===== config.mk =====
export PLATFORM = sky130hd
export DESIGN_NAME = mode_sequencer
export DESIGN_NICKNAME = d
export VERILOG_FILES = /design/src/rtl/clk_pkg.sv /design/src/rtl/btn_debounce.sv /design/src/rtl/mode_sequencer.sv
export SDC_FILE = /design/constraint.sdc
export NUM_CORES = 1
export LEC_CHECK = 0
export CELL_PAD_IN_SITES_DETAIL_PLACEMENT = 1
export CELL_PAD_IN_SITES_GLOBAL_PLACEMENT = 2
export CORE_MARGIN = 2
export CORE_UTILIZATION = 40
export DETAILED_ROUTE_END_ITERATION = 12
export PLACE_DENSITY = 0.91
export SKIP_CTS_REPAIR_TIMING = 1
export SYNTH_ARGS = -nofsm -noshare
export SYNTH_HDL_FRONTEND = slang
export SYNTH_SLANG_ARGS = --single-unit

===== constraint.sdc =====
create_clock -name clk -period 2.65 [get_ports clk]
set_clock_uncertainty 0.1 [all_clocks]
set_input_delay 0.795 -clock clk [delete_from_list [all_inputs] [get_ports clk]]
set_output_delay 0.795 -clock clk [all_outputs]
set_load 0.005 [all_outputs]

===== src/rtl/clk_pkg.sv =====
// Shared encodings for the clock front panel: display modes, edit fields and
// the VIEW/EDIT sequencer state.
package clk_pkg;

   localparam logic [2:0] MODE_CLOCK     = 3'd1;
   localparam logic [2:0] MODE_ALARM     = 3'd2;
   localparam logic [2:0] MODE_STOPWATCH = 3'd3;
   localparam logic [2:0] MODE_TIMER     = 3'd4;

   localparam logic [1:0] FLD_HOUR = 2'd0;
   localparam logic [1:0] FLD_MIN  = 2'd1;
   localparam logic [1:0] FLD_SEC  = 2'd2;

   typedef enum logic {
      VIEW = 1'b0,
      EDIT = 1'b1
   } state_t;

endpackage


===== src/rtl/btn_debounce.sv =====
// One push-button channel: 2-flop synchronizer, debounce counter and a
// single-cycle pulse on each accepted rising level.
module btn_debounce #(
   parameter int DEBOUNCE_CYCLES = 4
) (
   input  logic clk,
   input  logic rst,
   input  logic btn_i,
   output logic press_o
);

   localparam int CW = (DEBOUNCE_CYCLES > 1) ? $clog2(DEBOUNCE_CYCLES) : 1;
   localparam logic [CW-1:0] CNT_LAST = CW'(DEBOUNCE_CYCLES - 1);

   logic          sync1_q, sync2_q;
   logic          deb_q, deb_d;
   logic [CW-1:0] cnt_q, cnt_d;
   logic          press_q, press_d;

   // The counter only runs while the synchronized level disagrees with the
   // accepted level; any agreement restarts the stability window.
   always_comb begin
      cnt_d   = cnt_q;
      deb_d   = deb_q;
      press_d = 1'b0;
      if (sync2_q == deb_q) begin
         cnt_d = '0;
      end else if (cnt_q == CNT_LAST) begin
         deb_d   = sync2_q;
         cnt_d   = '0;
         press_d = sync2_q;
      end else begin
         cnt_d = cnt_q + 1'b1;
      end
   end

   always_ff @(posedge clk or posedge rst) begin
      if (rst) begin
         sync1_q <= 1'b0;
         sync2_q <= 1'b0;
         deb_q   <= 1'b0;
         cnt_q   <= '0;
         press_q <= 1'b0;
      end else begin
         sync1_q <= btn_i;
         sync2_q <= sync1_q;
         deb_q   <= deb_d;
         cnt_q   <= cnt_d;
         press_q <= press_d;
      end
   end

   assign press_o = press_q;

endmodule


===== src/rtl/mode_sequencer.sv =====
// Front-panel controller: debounced up/down/set buttons drive the display
// mode, the per-mode field edit sequence and the datapath strobes.
module mode_sequencer
   import clk_pkg::*;
#(
   parameter int DEBOUNCE_CYCLES = 4,
   parameter int TIMEOUT_CYCLES  = 16
) (
   input  logic       clk,
   input  logic       rst,
   input  logic       btn_up,
   input  logic       btn_down,
   input  logic       btn_set,
   output logic [2:0] mode,
   output logic       edit,
   output logic [1:0] field,
   output logic       inc,
   output logic       dec,
   output logic       ss_toggle
);

   localparam int TW = (TIMEOUT_CYCLES > 1) ? $clog2(TIMEOUT_CYCLES) : 1;
   localparam logic [TW-1:0] TMO_LAST = TW'(TIMEOUT_CYCLES - 1);

   logic upPress, downPress, setPress;

   btn_debounce #(.DEBOUNCE_CYCLES(DEBOUNCE_CYCLES)) upDeb_u (
      .clk(clk), .rst(rst), .btn_i(btn_up), .press_o(upPress)
   );
   btn_debounce #(.DEBOUNCE_CYCLES(DEBOUNCE_CYCLES)) downDeb_u (
      .clk(clk), .rst(rst), .btn_i(btn_down), .press_o(downPress)
   );
   btn_debounce #(.DEBOUNCE_CYCLES(DEBOUNCE_CYCLES)) setDeb_u (
      .clk(clk), .rst(rst), .btn_i(btn_set), .press_o(setPress)
   );

   state_t        state_q, state_d;
   logic [2:0]    mode_q, mode_d;
   logic [1:0]    field_q, field_d;
   logic [TW-1:0] tmo_q, tmo_d;
   logic          inc_q, inc_d;
   logic          dec_q, dec_d;
   logic          ss_q, ss_d;

   // Set always takes priority; up and down together cancel each other but
   // still count as activity for the edit timeout.
   always_comb begin
      state_d = state_q;
      mode_d  = mode_q;
      field_d = field_q;
      tmo_d   = tmo_q;
      inc_d   = 1'b0;
      dec_d   = 1'b0;
      ss_d    = 1'b0;
      case (state_q)
         VIEW: begin
            if (setPress) begin
               if (mode_q == MODE_STOPWATCH) begin
                  ss_d = 1'b1;
               end else begin
                  state_d = EDIT;
                  field_d = FLD_HOUR;
                  tmo_d   = '0;
               end
            end else if (upPress && !downPress) begin
               mode_d = (mode_q == MODE_TIMER) ? MODE_CLOCK : mode_q + 3'd1;
            end else if (downPress && !upPress) begin
               mode_d = (mode_q == MODE_CLOCK) ? MODE_TIMER : mode_q - 3'd1;
            end
         end
         EDIT: begin
            if (setPress) begin
               tmo_d = '0;
               if (field_q == FLD_SEC) begin
                  state_d = VIEW;
                  field_d = FLD_HOUR;
               end else begin
                  field_d = field_q + 2'd1;
               end
            end else if (upPress || downPress) begin
               tmo_d = '0;
               inc_d = upPress && !downPress;
               dec_d = downPress && !upPress;
            end else if (tmo_q == TMO_LAST) begin
               state_d = VIEW;
               field_d = FLD_HOUR;
               tmo_d   = '0;
            end else begin
               tmo_d = tmo_q + 1'b1;
            end
         end
         default: begin
            state_d = VIEW;
            field_d = FLD_HOUR;
         end
      endcase
   end

   always_ff @(posedge clk or posedge rst) begin
      if (rst) begin
         state_q <= VIEW;
         mode_q  <= MODE_CLOCK;
         field_q <= FLD_HOUR;
         tmo_q   <= '0;
         inc_q   <= 1'b0;
         dec_q   <= 1'b0;
         ss_q    <= 1'b0;
      end else begin
         state_q <= state_d;
         mode_q  <= mode_d;
         field_q <= field_d;
         tmo_q   <= tmo_d;
         inc_q   <= inc_d;
         dec_q   <= dec_d;
         ss_q    <= ss_d;
      end
   end

   assign mode      = mode_q;
   assign edit      = (state_q == EDIT);
   assign field     = field_q;
   assign inc       = inc_q;
   assign dec       = dec_q;
   assign ss_toggle = ss_q;

endmodule


Word level (Yosys, flattened, before mapping)

Cells that the tools add are included.

Register bits after elaboration: 31
Output and inout port bits: 9
Logic and storage cells: 106

Add/sub/neg operators: 7
Equality and inequality tests: 15
Mux-type cells: 45
Bitwise gates (word level): 5
Reduce and logical (&&, ||, !) cells: 12

Operator list:

| kind                                                  | count |
|---|---|
| 2-to-1 mux 2 bit                                      | 12 |
| 2-to-1 mux 1 bit                                      | 21 |
| 2-to-1 mux 4 bit                                      | 5 |
| 2-to-1 mux 3 bit                                      | 4 |
| adder 2 x 1 -> 2 bit, second input constant           | 4 |
| == test 2 bit, second input constant                  | 4 |
| one-hot mux 4 bit (2 select lines)                    | 1 |
| AND reduction 2 bit                                   | 4 |
| NOT 1 bit                                             | 5 |
| adder 4 x 1 -> 4 bit, second input constant           | 1 |
| == test 4 bit, second input constant                  | 1 |
| one-hot mux 2 bit (2 select lines)                    | 1 |
| AND reduction 4 bit                                   | 1 |
| adder 3 x 1 -> 3 bit, second input constant           | 1 |
| == test 1 bit                                         | 3 |
| == test 3 x 1 -> 1 bit, second input constant         | 1 |
| == test 3 x 2 -> 1 bit, second input constant         | 1 |
| == test 3 bit, second input constant                  | 1 |
| inequality test 3 x 1 -> 1 bit, second input constant | 1 |
| inequality test 3 x 2 -> 1 bit, second input constant | 1 |
| AND reduction 3 bit                                   | 1 |
| subtractor 3 x 1 -> 3 bit, second input constant      | 1 |
| logical AND 1 bit                                     | 2 |
| zero test 1 bit                                       | 2 |
| other kinds (5)                                       | 5 |

Logic depth before layout (Yosys ltp)

Gate-level depths: netlist of the first run.

Word-level depth: 5
Depth in mapped cells: 6
Gate-level depth less buffers: 5

Modules after synthesis

Synthesis of the first run repeated with hierarchy kept, for this count alone.

Cells, all modules: 118
Area total of the unflattened synthesis: 1446.4 um2

By module, submodules not included:

| module         | instances | cells an instance | area an instance (um2) |
|---|---|---|---|
| mode_sequencer | 1         | 79                | 808.3 |
| btn_debounce   | 3         | 13                | 212.7 |

Worst setup path before layout of the first run

Ideal clock, no wire load.

Path kind: reg-to-reg
From: register mode_q[0], in the netlist mode[0]
To: register tmo_q[3]
Arrival: 1.370 ns
Data required time: 2.463 ns
Path slack: 1.094 ns
Cell stages (with the launch flop): 6
Path buffers: 0
Path through: dfstp_2 -> ha_1 -> ha_1 -> nor2b_4 -> or2_2 -> o211ai_1

Longest elaborated chain between the ends: 3

Ends and longest elaborated chain:

| element                         | line                  | RTL |
|---|---|---|
| start, declared                 | mode_sequencer.sv:38  | `logic [2:0] mode_q, mode_d;` |
| start signal, assigned          | mode_sequencer.sv:110 | `mode_q <= mode_d;` |
| == test 3 x 2 -> 1 bit          | mode_sequencer.sv:58  | `if (mode_q == MODE_STOPWATCH) begin` |
| inequality test 2 bit (no line) | -                     |  |
| AND reduction 2 bit (no line)   | -                     |  |
| end signal, assigned            | mode_sequencer.sv:112 | `tmo_q <= tmo_d;` |
| end, declared                   | mode_sequencer.sv:40  | `logic [TW-1:0] tmo_q, tmo_d;` |

Every way passes these cells.
A chain may end at the register's enable or synchronous reset.

Worst setup path in the final report of the first run

From: register state_q, in the netlist edit
To: output edit

RTL lines:

| element                | line                  | RTL |
|---|---|---|
| start, declared        | mode_sequencer.sv:37  | `state_t state_q, state_d;` |
| start signal, assigned | mode_sequencer.sv:109 | `state_q <= state_d;` |
| end, declared          | mode_sequencer.sv:15  | `output logic edit,` |

No word-level cell between the ends.

==> impl_results.md, run 1 <==
- Crit path max-delay cell type: clkdlybuf4s50_1
- Die W: 63.2 um
- Metal3 WL: 114 um
- CP arrival: 1.46 ns
- VDD IR max: 0.396 mV
- EDFF count, synth: 0
- Syn_nets: 133
- Final setup violation count: 0
- Cts bufs inserted: 5
- Slew Limit Fails: 0
- Hold Path Class: register to register
- Clk Tree Root Cell: clkbuf_4
- Hold Vio Cnt, Final: 0
- Status: completed
- Largest net degree at the start of global routing: 32
- WHS Path Cells: 0
- IO Count: 14
- RR Endpoint: tmo_q[3]
- Wire length on met2: 1.31 mm
- Ys Warns: 0
- Max Fclk: 0.425 GHz
- Synth Instances: 116
- Power per Cell Area: 966 mW/mm2
- Worst-Skew Late Latency: 0.33 ns
- Number of global-route vias before repair: 1004
- Initial antenna violation count: 0
- Final nets: 152
- # DRC: 0
- Final Cycle Share: 0.887
- Synth area leader: dfrtp_1
- Crit-path cells: clkdlybuf4s50_1
- GRT Total Usage: 0.148
- Max_slew headroom: 0.747
- Worst-Margin Slew: 0.379 ns
- Cell family with most CP delay: buffers and inverters
- H-tree depth: 2
- Diodes inserted: 0
- Via count: 926
- 1st-pass router iterations: 4
- # port buffers: 13
- Filler cells: 407
- Max Cap Violations: 0
- Placed cells: 174
- GP Congestion: 0.765
- Initial Util: 0.417
- Top_reg_cell synth: dfrtp_1
- Top sig layer: met4
- Most frequent cell after synthesis: dfrtp_1
- Ranking of synthesized cells by area: dfrtp_1, ha_1, a22o_1
- Rows: 21
- Worst R2R Start: mode[0]
- FFs w/ async S/R, synth: 1.00
- Min Tclk post-route: 2.35 ns
- Detailed placer's ending HPWL: 1.91 mm
- First-pass GRT wire length: 4.46 mm
- Post-synthesis cell type count: 33
- Crit-path max cell delay: 0.57 ns
- CP Buf/Inv Count: 1
- Hold-critical path endpoint: setDeb_u.sync2_q
- Area of the core: 0.00336 mm2
- CTS clk-pin slew, worst paths: 0.09 ns
- Fin Setup TNS: 0 ns
- Mean Syn Cell Area: 12.1 um2
- Reg2Reg Depth: 5
- DR WL/cell: 13.9 um
- R2R Setup Slk: 0.99 ns
- CTS Sinks: 31
- Register area share after synthesis: 0.554
- Crit Path Class: register to output port
- CP Capture Type: output port
- DR vias/cell: 5.09
- Die height: 63.2 um
- Post-Route M1 WL: 1.05 mm
- WL final: 2.53 mm
- Top cell type's share of synthesized area: 0.536
- Pleak: 0.759 nW
- Iter 0 DRT Violations: 46
- Min-delay src: setDeb_u.sync1_q
- Post-route ant nets: 0
- Crit-path max FO: 11
- Share of cells above drive strength 1: 0.0956
- WP data required: 1.76 ns
- CTS tree: done
- Setup crit start kind: register
- #FFs+latches synth: 31
- Final std cells w/o fill: 182
- Post-synth top cells: dfrtp_1, ha_1, inv_1
- Max Root-Sink Buffers: 2
- Grt ovf: 0
- Area delta synth->final: 16.3%
- Area of the die: 0.00399 mm2
- Unrepaired setup endpoints after global routing: no
- Synth Cell Area: 0.00140 mm2
==> registers in the layout (all words and copies together) (netlist names) <==
| name | flops |
|---|---|
| mode | 3 |
| ss_toggle | 1 |
| downDeb_u.deb_q | 1 |
| upDeb_u.sync1_q | 1 |
| downDeb_u.press_o | 1 |
| upDeb_u.sync2_q | 1 |
| downDeb_u.sync2_q | 1 |
| downDeb_u.cnt_q | 2 |
| setDeb_u.sync1_q | 1 |
| setDeb_u.deb_q | 1 |
| upDeb_u.cnt_q | 2 |
| downDeb_u.sync1_q | 1 |
| upDeb_u.deb_q | 1 |
| setDeb_u.press_o | 1 |
| dec | 1 |
| upDeb_u.press_o | 1 |
| inc | 1 |
| setDeb_u.sync2_q | 1 |
| field | 2 |
| edit | 1 |
| tmo_q | 4 |
| setDeb_u.cnt_q | 2 |
==> report_power, final <==
part | internal, mW | switching, mW | total, mW
clock | 0.103 | 0.157 | 0.260
combinational | 0.307 | 0.252 | 0.559
sequential | 0.615 | 0.141 | 0.756
total | 1.03 | 0.549 | 1.58
==> layout make-up <==
class | count | area [um2] | area share
clock inverter | 1 | 5.00 | 0.00307
timing repair buffer | 14 | 138 | 0.0844
sequential | 31 | 777 | 0.477
inverter | 10 | 37.5 | 0.0230
clock buffer | 7 | 45.0 | 0.0276
tap | 46 | 57.6 | 0.0353
multi-input combinational | 73 | 571 | 0.350
==> placed cells by master (no fill, tap or decap), types with 2 or more instances in the layout <==
master and n:
o21ai_0 3, clkbuf_1 2, nand3_1 2, nand2_1 4
nor3_1 3, dfrtp_1 30, ha_1 12, o211ai_1 2
a31oi_1 5, a21oi_1 3, and3b_1 4, o2bb2ai_1 2
clkdlybuf4s50_1 13, nor2b_1 2, and2_1 4, nor2_1 6
a22o_1 5, xnor2_1 2, clkbuf_4 5, mux2_2 2
inv_1 10
==> how the worst max path moves through the flow <==
stage	startpoint	to	cells after the start
2_1_floorplan	rst	dec	1
3_3_place_gp	edit	edit	1
3_5_place_dp	edit	edit	1
4_1_cts	edit	edit	1
5_1_grt	edit	edit	1
6_report	edit	edit	1
==> metrics by stage <==
stage                     total power, mW  hold slack, ns  area, um2  utilization  setup WS [ns]
final                                1.58           0.255       1630        0.485          0.299
after global routing                 1.71           0.274       1630        0.485          0.208
after CTS                            1.60           0.263       1630        0.485          0.268
after detailed placement             1.33           0.242       1580        0.470          0.654
after global placement               1.29           0.233       1580        0.470          0.684
after floorplan                      1.13           0.231       1400            -           1.09
==> cells by family (layout without fill, tap and decap cells) <==
family / Yosys count / in the layout / share of synthesized area
AND/OR/NAND/NOR: 33 / 33 / 0.150
flip-flops: 31 / 31 / 0.554
AO/OA/AOI/OAI: 23 / 23 / 0.115
adder cells (fa/ha/maj): 12 / 12 / 0.107
buffers and inverters: 12 / 32 / 0.0384
XOR/XNOR: 3 / 3 / 0.0188
multiplexers: 2 / 2 / 0.0161
==> worst register-to-register path: stages, from the launching register on <==
cell and delay [ns]:
dfstp_2 0.59, ha_1 0.17, ha_1 0.21, nor2b_4 0.06, or2_2 0.29, o211ai_1 0.17
==> routing by layer <==
| layer | track usage | vias up |
|---|---|---|
| met5 | 0 | - |
| met4 | 0.0734 | 0 |
| met3 | 0.0536 | 6 |
| met2 | 0.257 | 17 |
| met1 | 0.160 | 464 |
| li1 | - | 439 |
Note: power is estimated with default switching activity, not from simulation.
==> inputs of run 2 (changes only) <==
--- a/config.mk
+++ b/config.mk
@@ -7,8 +7,8 @@
 export LEC_CHECK = 0
 export CELL_PAD_IN_SITES_DETAIL_PLACEMENT = 1
 export CELL_PAD_IN_SITES_GLOBAL_PLACEMENT = 2
-export CORE_MARGIN = 2
 export CORE_UTILIZATION = 40
+export CTS_CLUSTER_SIZE = 28
 export DETAILED_ROUTE_END_ITERATION = 12
 export PLACE_DENSITY = 0.91
 export SKIP_CTS_REPAIR_TIMING = 1
==> run 2 against run 1 <==
  * Clock power rose by 50%
  * Fmax is 0.37% lower
  * Critical path depth stayed put
  * Via count down 1.2%
  * Sequential share of layout area is 1.0 points lower
  * Die area decreased by 6.2%
  * Clock-buffer cell count down 1
  * Critical path type unchanged
  * Largest cell class unchanged
==> impl_results.md, run 2 (same netlist as run 1, synthesis figures left out) <==
- Pleak: 0.778 nW
- Area of the core: 0.00334 mm2
- Max Cap Violations: 0
- Filler cells: 369
- Number of global-route vias before repair: 962
- Post-route ant nets: 0
- FF+latch area: 777 um2
- Final Cycle Share: 0.890
- Crit path max-delay cell type: clkdlybuf4s50_1
- CTS Sinks: 31
- H-tree depth: 2
- # port buffers: 13
- Setup crit start kind: register
- Final setup violation count: 0
- Iter 0 DRT Violations: 24
- Initial antenna violation count: 0
- Slew Limit Fails: 0
- DR vias/cell: 5.03
- Area taken by multi-input logic gates: 571 um2
- Hold Path Class: register to register
- Detailed placer's ending HPWL: 1.79 mm
- Grt ovf: 0
- IO Count: 14
- Fin Setup TNS: 0 ns
- Diodes inserted: 0
- Die height: 61.2 um
- Max_slew headroom: 0.748
- Unrepaired setup endpoints after global routing: no
- Cell family with most CP delay: buffers and inverters
- Power per Cell Area: 1020 mW/mm2
- CTS tree: done
- Share of cells above drive strength 1: 0.110
- Crit-path max FO: 11
- Fin util: 0.499
- VDD IR max: 0.362 mV
- Area delta synth->final: 18.9%
- Largest net degree at the start of global routing: 32
- Place WS: 0.666 ns
- First-pass GRT wire length: 4.11 mm
- DR WL/cell: 13.3 um
- 1st-pass router iterations: 4
- Setup ws final: 0.291 ns
- Status: completed
- Initial Util: 0.420
- Final nets: 152
- Number of flip-flops in the largest register: 4
- Register name with the most flops: tmo_q
- CP Capture Type: output port
- Crit Path Class: register to output port
- Worst-Margin Slew: 0.379 ns
- # DRC: 0
- Crit-path max cell delay: 0.57 ns
- CP arrival: 1.46 ns
- Die W: 61.2 um
- Fin Hold WS: 0.262 ns
- WL final: 2.43 mm
- CTS clk-pin slew, worst paths: 0.10 ns
- Area of the die: 0.00374 mm2
- Max Fclk: 0.424 GHz
- Min Tclk post-route: 2.36 ns
- CP Buf/Inv Count: 1
- GP Congestion: 0.736
- Most common cell after layout, fill and taps aside: dfrtp_1
- R2R Setup Slk: 0.99 ns
- Via count: 915
- Cts bufs inserted: 5
- Max Root-Sink Buffers: 2
- GRT Total Usage: 0.158
- Crit-path cells: clkdlybuf4s50_1
- Hold Vio Cnt, Final: 0
- Clk Tree Root Cell: clkbuf_4
- WP data required: 1.76 ns
- Most frequent cells in the layout: dfrtp_1, clkdlybuf4s50_1, ha_1
- Worst-Skew Late Latency: 0.34 ns
- Rows: 21
==> run 2: changes by cell type in the layout (fill, tap and decap cells not counted), sizes merged <==
| cell | before | now |
|---|---|---|
| clkbuf | 7 | 6 |
| bufinv | 0 | 1 |
==> run 2: through the flow <==
stage | area, um2 | total power, mW | cells
after floorplan | 1400 | 1.13 | 116
after global placement | 1580 | 1.29 | 174
after detailed placement | 1580 | 1.33 | 174
after CTS | 1670 | 1.73 | 182
after global routing | 1670 | 1.84 | 182
final | 1670 | 1.71 | 182
==> run 2: worst reg2reg max path, delay by kind of cell, from the launching register on <==
family	cells	cell delay, ns
simple gates	2	0.35
flops	1	0.59
fa+ha+maj	2	0.36
compound gates	1	0.18
==> run 2: per-layer routing <==
layer  vias to the layer above  share of wire  track usage
li1                        440              -            -
met2                        20           0.51        0.247
met5                         -              0            0
met4                         0          0.023       0.0909
met3                         8          0.042       0.0693
met1                       447           0.43        0.181
==> run 2: worst paths after layout <==
check                                       from                to  cells after the start
worst min register to register  setDeb_u.sync1_q  setDeb_u.sync2_q                      0
worst max-delay path                        edit              edit                      1
min in group asynchronous                    rst  setDeb_u.sync1_q                      3
max in group asynchronous                    rst           mode[0]                      3
worst min-delay path            setDeb_u.sync1_q  setDeb_u.sync2_q                      0
worst max register to register           mode[0]          field[0]                      5
==> run 2: power breakdown <==
group	internal, mW	switching (mW)
clock network	0.223	0.167
registers	0.615	0.143
logic	0.307	0.250
total	1.15	0.561
==> run 2: final cells by class <==
class / count / area share
clock buffers: 6 / 0.0308
repair buffers: 14 / 0.0826
flip-flops and latches: 31 / 0.466
inverters: 10 / 0.0225
well taps: 46 / 0.0345
multi-input cells: 73 / 0.342
clock inverters: 2 / 0.0210
